**config.mk**
```make
export PLATFORM = sky130hd
export DESIGN_NAME = pipe_hazard_ctrl_flat
export DESIGN_NICKNAME = d
export VERILOG_FILES = /design/src/rtl/pipe_hazard_ctrl_if.sv /design/src/rtl/pipe_hazard_ctrl.sv /design/src/flat_wrapper.sv
export SDC_FILE = /design/constraint.sdc
export NUM_CORES = 1
export LEC_CHECK = 0
export BUFFER_PORTS_ARGS = -buffer_cell sky130_fd_sc_hd__buf_2
export CORE_AREA = 5 5 42 44
export DETAILED_ROUTE_END_ITERATION = 12
export DIE_AREA = 0 0 47 49
export PLACE_DENSITY = 0.76
export SYNTH_ARGS = -nofsm -noshare
export SYNTH_HDL_FRONTEND = slang
export SYNTH_SLANG_ARGS = --single-unit
```
**constraint.sdc**
```tcl
create_clock -name vclk -period 1.4
set_input_delay 0.14 -clock vclk [all_inputs]
set_output_delay 0.14 -clock vclk [all_outputs]
set_load 0.05 [all_outputs]
```
**src/rtl/pipe_hazard_ctrl_if.sv**
```systemverilog
// Hazard-control bundle between the pipeline datapath and pipe_hazard_ctrl.
// The datapath side uses the master modport, and the controller uses the slave modport.
interface pipe_hazard_ctrl_if;
  logic [4:0] d_rs;
  logic [4:0] d_rt;
  logic [1:0] d_tuse_rs;
  logic [1:0] d_tuse_rt;
  logic [4:0] e_dst;
  logic [4:0] m_dst;
  logic [1:0] e_tnew;
  logic [1:0] m_tnew;
  logic       d_md_use;
  logic       e_md_start;
  logic       e_md_div;
  logic       d_eret;
  logic       e_mtc0_epc;
  logic       m_mtc0_epc;
  logic       m_exc;
  logic       stall;
  logic       fd_we;
  logic       req;
  logic       md_busy;

  modport master (
    output d_rs, d_rt, d_tuse_rs, d_tuse_rt, e_dst, m_dst, e_tnew, m_tnew,
    output d_md_use, e_md_start, e_md_div, d_eret, e_mtc0_epc, m_mtc0_epc, m_exc,
    input  stall, fd_we, req, md_busy
  );

  modport slave (
    input  d_rs, d_rt, d_tuse_rs, d_tuse_rt, e_dst, m_dst, e_tnew, m_tnew,
    input  d_md_use, e_md_start, e_md_div, d_eret, e_mtc0_epc, m_mtc0_epc, m_exc,
    output stall, fd_we, req, md_busy
  );
endinterface

```
**src/rtl/pipe_hazard_ctrl.sv**
```systemverilog
// Stall/flush controller for the five-stage pipeline, with an optional mult/div scheduler.
// Define PIPE_CTRL_MDU_EN to build the mult/div scheduler. By default it is removed.
module pipe_hazard_ctrl (
  input logic               clk,
  input logic               reset,
  pipe_hazard_ctrl_if.slave hz
);

  logic stall_rs, stall_rt, stall_md, stall_eret;

  // $0 never creates a dependence, whatever the E/M destination fields hold
  assign stall_rs = (hz.d_rs != 5'd0) &&
                    (((hz.d_rs == hz.e_dst) && (hz.e_tnew > hz.d_tuse_rs)) ||
                     ((hz.d_rs == hz.m_dst) && (hz.m_tnew > hz.d_tuse_rs)));
  assign stall_rt = (hz.d_rt != 5'd0) &&
                    (((hz.d_rt == hz.e_dst) && (hz.e_tnew > hz.d_tuse_rt)) ||
                     ((hz.d_rt == hz.m_dst) && (hz.m_tnew > hz.d_tuse_rt)));
  assign stall_eret = hz.d_eret && (hz.e_mtc0_epc || hz.m_mtc0_epc);

  assign hz.req   = hz.m_exc;
  assign hz.stall = (stall_rs || stall_rt || stall_md || stall_eret) && !hz.req;
  assign hz.fd_we = !hz.stall;

`ifdef PIPE_CTRL_MDU_EN
  typedef enum logic {StIdle, StBusy} md_state_e;

  md_state_e  state_q;
  logic [3:0] cnt_q;

  // A start that coincides with an exception is squashed. A running op always completes.
  always_ff @(posedge clk) begin
    if (reset) begin
      state_q <= StIdle;
      cnt_q   <= 4'd0;
    end else begin
      unique case (state_q)
        StIdle: begin
          if (hz.e_md_start && !hz.req) begin
            state_q <= StBusy;
            cnt_q   <= hz.e_md_div ? 4'd10 : 4'd5;
          end
        end
        StBusy: begin
          if (cnt_q == 4'd1) begin
            state_q <= StIdle;
            cnt_q   <= 4'd0;
          end else begin
            cnt_q <= cnt_q - 4'd1;
          end
        end
        default: begin
          state_q <= StIdle;
          cnt_q   <= 4'd0;
        end
      endcase
    end
  end

  assign hz.md_busy = (state_q == StBusy);
  assign stall_md   = hz.d_md_use && (hz.e_md_start || hz.md_busy);
`else
  logic unused_md;
  assign unused_md  = ^{hz.d_md_use, hz.e_md_start, hz.e_md_div, clk, reset};
  assign hz.md_busy = 1'b0;
  assign stall_md   = 1'b0;
`endif

endmodule

```
**src/flat_wrapper.sv**
```systemverilog
// flat-port wrapper written by rule: the top's interface ports become plain ports
module pipe_hazard_ctrl_flat 
  (clk, reset, hz_d_rs, hz_d_rt, hz_d_tuse_rs, hz_d_tuse_rt, hz_e_dst, hz_m_dst, hz_e_tnew, hz_m_tnew, hz_d_md_use, hz_e_md_start, hz_e_md_div, hz_d_eret, hz_e_mtc0_epc, hz_m_mtc0_epc, hz_m_exc, hz_stall, hz_fd_we, hz_req, hz_md_busy);
  pipe_hazard_ctrl_if hz_i ();
  input logic clk;
  input logic reset;
  input wire logic [$bits(hz_i.d_rs)-1:0] hz_d_rs;
  input wire logic [$bits(hz_i.d_rt)-1:0] hz_d_rt;
  input wire logic [$bits(hz_i.d_tuse_rs)-1:0] hz_d_tuse_rs;
  input wire logic [$bits(hz_i.d_tuse_rt)-1:0] hz_d_tuse_rt;
  input wire logic [$bits(hz_i.e_dst)-1:0] hz_e_dst;
  input wire logic [$bits(hz_i.m_dst)-1:0] hz_m_dst;
  input wire logic [$bits(hz_i.e_tnew)-1:0] hz_e_tnew;
  input wire logic [$bits(hz_i.m_tnew)-1:0] hz_m_tnew;
  input wire logic [$bits(hz_i.d_md_use)-1:0] hz_d_md_use;
  input wire logic [$bits(hz_i.e_md_start)-1:0] hz_e_md_start;
  input wire logic [$bits(hz_i.e_md_div)-1:0] hz_e_md_div;
  input wire logic [$bits(hz_i.d_eret)-1:0] hz_d_eret;
  input wire logic [$bits(hz_i.e_mtc0_epc)-1:0] hz_e_mtc0_epc;
  input wire logic [$bits(hz_i.m_mtc0_epc)-1:0] hz_m_mtc0_epc;
  input wire logic [$bits(hz_i.m_exc)-1:0] hz_m_exc;
  output wire logic [$bits(hz_i.stall)-1:0] hz_stall;
  output wire logic [$bits(hz_i.fd_we)-1:0] hz_fd_we;
  output wire logic [$bits(hz_i.req)-1:0] hz_req;
  output wire logic [$bits(hz_i.md_busy)-1:0] hz_md_busy;
  assign hz_i.d_rs = hz_d_rs;
  assign hz_i.d_rt = hz_d_rt;
  assign hz_i.d_tuse_rs = hz_d_tuse_rs;
  assign hz_i.d_tuse_rt = hz_d_tuse_rt;
  assign hz_i.e_dst = hz_e_dst;
  assign hz_i.m_dst = hz_m_dst;
  assign hz_i.e_tnew = hz_e_tnew;
  assign hz_i.m_tnew = hz_m_tnew;
  assign hz_i.d_md_use = hz_d_md_use;
  assign hz_i.e_md_start = hz_e_md_start;
  assign hz_i.e_md_div = hz_e_md_div;
  assign hz_i.d_eret = hz_d_eret;
  assign hz_i.e_mtc0_epc = hz_e_mtc0_epc;
  assign hz_i.m_mtc0_epc = hz_m_mtc0_epc;
  assign hz_i.m_exc = hz_m_exc;
  assign hz_stall = hz_i.stall;
  assign hz_fd_we = hz_i.fd_we;
  assign hz_req = hz_i.req;
  assign hz_md_busy = hz_i.md_busy;
  pipe_hazard_ctrl u_core (.clk(clk), .reset(reset), .hz(hz_i));
endmodule
```
## Word level (Yosys, flattened, before mapping)

Index checks and enable logic that the tools add are counted.

- Bits in registers: 0
- Bits of input ports: 37

- $lt $le $gt $ge: 4
- Equality and inequality tests: 4
- Reductions and logical operators: 17

Operators by type and width:

| kind | number |
|---|---|
| equality test 5 bit | 4 |
| nonzero test 5 bit | 2 |
| > comparator 2 bit | 4 |
| logical AND 1 bit | 8 |
| logical OR 1 bit | 5 |
| logical NOT 1 bit | 2 |

## Longest topological paths before layout

- Depth in word-level cells: 8
- Mapped depth: 7
- Gate-level depth less buffers: 7

## Worst setup path before layout

No wires, ideal clock.

- Path type: input -> output
- From: input hz_d_tuse_rt[1]
- To: output hz_fd_we
- Data arrival time: 1.475 ns
- Data required time: 1.260 ns
- Path slack: -0.215 ns
- Cell stages on the path: 7
- Path through: inv_1 ha_1 nor2b_1 o21ai_0 a2111oi_2 o221ai_1 and3_1

- Longest elaborated chain between the ends: 8
- Elaborated cells between the ends (all ways): 10
- Those cells by class: order compare (2); reduce/logical (8)

Ends and longest elaborated chain:

| item | line | source |
|---|---|---|
| start, declared | flat_wrapper.sv:10 | `input wire logic [$bits(hz_i.d_tuse_rt)-1:0] hz_d_tuse_rt;` |
| > comparator 2 bit (on tied branches) | pipe_hazard_ctrl.sv:16, pipe_hazard_ctrl.sv:17 |  |
| logical AND 1 bit (on tied branches) | pipe_hazard_ctrl.sv:16, pipe_hazard_ctrl.sv:17 |  |
| logical OR 1 bit * | pipe_hazard_ctrl.sv:16 | `(((hz.d_rt == hz.e_dst) && (hz.e_tnew > hz.d_tuse_rt)) \|\|` |
| logical AND 1 bit * | pipe_hazard_ctrl.sv:15 | `assign stall_rt = (hz.d_rt != 5'd0) &&` |
| logical OR 1 bit * (2 in a row) | pipe_hazard_ctrl.sv:21 | `assign hz.stall = (stall_rs \|\| stall_rt \|\| stall_md \|\| stall_eret) && !hz.req;` |
| logical AND 1 bit * | pipe_hazard_ctrl.sv:21 |  |
| logical NOT 1 bit * | pipe_hazard_ctrl.sv:22 | `assign hz.fd_we = !hz.stall;` |
| end, declared | flat_wrapper.sv:23 | `output wire logic [$bits(hz_i.fd_we)-1:0] hz_fd_we;` |

Every way passes the cells marked *; elsewhere a longest branch is shown, timed or not.

## Worst setup path after layout

Same ends and word-level chain as after synthesis.

==> impl_metrics.csv <==
group,metric,value,unit
finish,clkbuf_count,0,
setup_path,crit_required,1.26,ns
detailed_routing,drt-total-wl,1.65,mm
detailed_routing,drc,0,
grt,grt_pass1_wl,2.44,mm
setup_path,cp_max_fo,2,
setup_path,cp_cell_sequence,"buf_8 -> inv_6 -> ha_4 -> buf_6 -> a2111oi_4 -> o221ai_2 -> and3_4 -> buf_8",
finish,design.seq.count,0,
outcome,status,"finished with violations",
finish,drive_gt1_share,61.8,%
synth,synth_cells,62,
timing,finalMaxSlewViolations,0,
setup_path,crit_path_start_kind,"input pin",
placed_design,dp.cells,117,
detailed_routing,ant_nets,0,
timing,setup_ws,-0.212,ns
floorplanning,initial_core_util,33.6,%
finish,seqCellArea,0,µm²
finish,area_growth,92.0,%
synth,yosys-mux-area-fraction,0,%
synth,synth_area_leaders,"xnor2_1 (24%), ha_1 (21%), xor2_1 (13%), inv_1 (6.4%), nand4_1 (4.0%)",
timing,max_freq,0.621,GHz
synth,yosys_warnings,0,
floorplanning,core,0.00140,mm²
detailed_routing,viasPerCell,5.17,
timing,finalSetupViolations,2,
pwr,leakagePower,0.386,nW
timing,rsz0062_at_grt,"yes",
detailed_routing,drtPass1Iterations,3,
setup_path,worstSetupPathType,"input pin to output port",
outcome,failed_checks,"negative setup slack",
synth,synth_fp_nets,107,
floorplanning,rows,14,
synth,synth_area,470,µm²
placed_design,place.gp.congestion,0.884,
detailed_routing,routedWlPerCell,14.0,µm
finish,final_cell_mix,"buf_2 (31), xnor2_1 (13), xor2_1 (7), ha_4 (7), buf_4 (6)",
floorplanning,die_w,47,µm
pwr,max-vdd-ir-drop,200,µV
flow_run,cap_violations,0,
synth,synthDistinctLibCells,18,
detailed_routing,vias,610,
finish,layout_commonest_cell,"buf_2",
placed_design,post-dp-hpwl,1.34,mm
placed_design,numPortBuffers,35,
grt,grt_max_degree,4,
setup_path,arrival,1.47,ns
pwr,power.density,338,mW/mm²
timing,fin_crit,1.61,ns
grt,grt_pass1_vias,641,
synth,synth-simple-area-share,18.4,%
synth,synth_fa_ha_area_share,21.3,%
timing,report.final.hold_viol_count,0,
finish,nets,149,
synth,synth_top_area_share,24.2,%
synth,synth_top_family_by_area,"XOR/XNOR gates",
floorplanning,die_area,0.00230,mm²
timing,post-route-period-util,115,%
worst_hold_path,min_path_type,"input pin to output port",
setup_path,cp-end-kind,"output port",
grt,grt_overflow_total,0,
setup_path,crit_top_cell,"buf_8",
setup_path,slowest_delay,0.35,ns
synth,yosysSeqAreaShare,0,%
finish,final_cells,118,
grt,antenna_found_initial,0,
finish,antenna_cells,0,
finish,finish.utilization,64.5,%
synth,synthXorXnorAreaFrac,37.2,%
finish,num-fill-cells,134,
grt,grt.total_usage,13.3,%
synth,synth.avg_cell_area,7.59,µm²
synth,post-synth-top-area-cell,"xnor2_1",
setup_path,critPathSlowestCell,"a2111oi_4",
floorplanning,pin_count,41,
floorplanning,dieHeight,49,µm
synth,synth_compound_area_share,12.8,%
detailed_routing,drtIter0Drc,3,
report_power, final:
| group | internal (W) | switching (W) |
|---|---|---|
| Combinational | 0.000151 | 0.000154 |
| Sequential | 0 | 0 |
| Clock | 0 | 0 |
| Total | 0.000151 | 0.000154 |
path summary, 6_finish.rpt:
check / from / endpoint / depth (start not counted)
max: hz_d_tuse_rt[1] / hz_fd_we / 8
min: hz_m_exc / hz_req / 2
per-stage QoR:
stage          hold WS (ns)  setup TNS [ns]  power (W)  worst slack [ns]  instance area [µm²]
6_report              0.583          -0.337   0.000305            -0.212                  903
5_1_grt               0.599          -0.447   0.000336            -0.265                  903
4_1_cts               0.584          -0.604   0.000253            -0.359                  757
3_5_place_dp          0.584          -0.690   0.000231            -0.371                  706
3_3_place_gp          0.583          -0.689   0.000225            -0.367                  706
2_1_floorplan         0.447         -0.0685   0.000132           -0.0343                  480
cell type report:
| cell class | instances | area (µm²) | area share [%] |
|---|---|---|---|
| inverters | 8 | 37.5 | 4.16 |
| repair buffers | 42 | 268 | 29.6 |
| well taps | 16 | 20.0 | 2.22 |
| multi-input cells | 52 | 578 | 64.0 |
layer usage:
layer | vias up | wire length [µm] | part of all wire (%) | global-route usage, %
li1 | 299 | - | - | -
met4 | 0 | 0 | 0 | 0.922
met1 | 280 | 636 | 39 | 17.2
met2 | 31 | 840 | 51 | 23.1
met5 | - | 0 | 0 | 0
met3 | 0 | 169 | 10 | 2.58
worst max-delay path: cells and delay by family:
| kind | cells | cell delay (ns) |
|---|---|---|
| AOI/OAI and AO/OA | 2 | 0.51 |
| buffers and inverters | 4 | 0.40 |
| and+or+nand+nor | 1 | 0.21 |
| adders and majority gates | 1 | 0.19 |
Yosys cell counts, drive strengths merged:
cell type  number
a21oi           3
o21ai           1
nand2           3
and3            1
xor2            7
inv             8
or4             2
nor2b           1
nand3           2
o221ai          2
a2111oi         1
conb            1
xnor2          13
nand4           3
buf             2
nor4            3
ha              8
o211ai          1
cells by family (layout without fill, tap and decap cells):
family,after synthesis,count (layout)
AO/OA/AOI/OAI,8,8
XOR/XNOR,20,20
adder cells (fa/ha/maj),8,8
buffers and inverters,10,50
other,1,1
AND/OR/NAND/NOR,15,15
what timing repair did:
action / CTS / global route
hold buffers: 0 / 0
pin swaps: 4 / 11
endpoints found under the setup margin: 2 / 2
cloned: 0 / 0
gates resized for setup: 10 / 23
buffers inserted: 1 / 0
(Power assumes the default switching activity.)
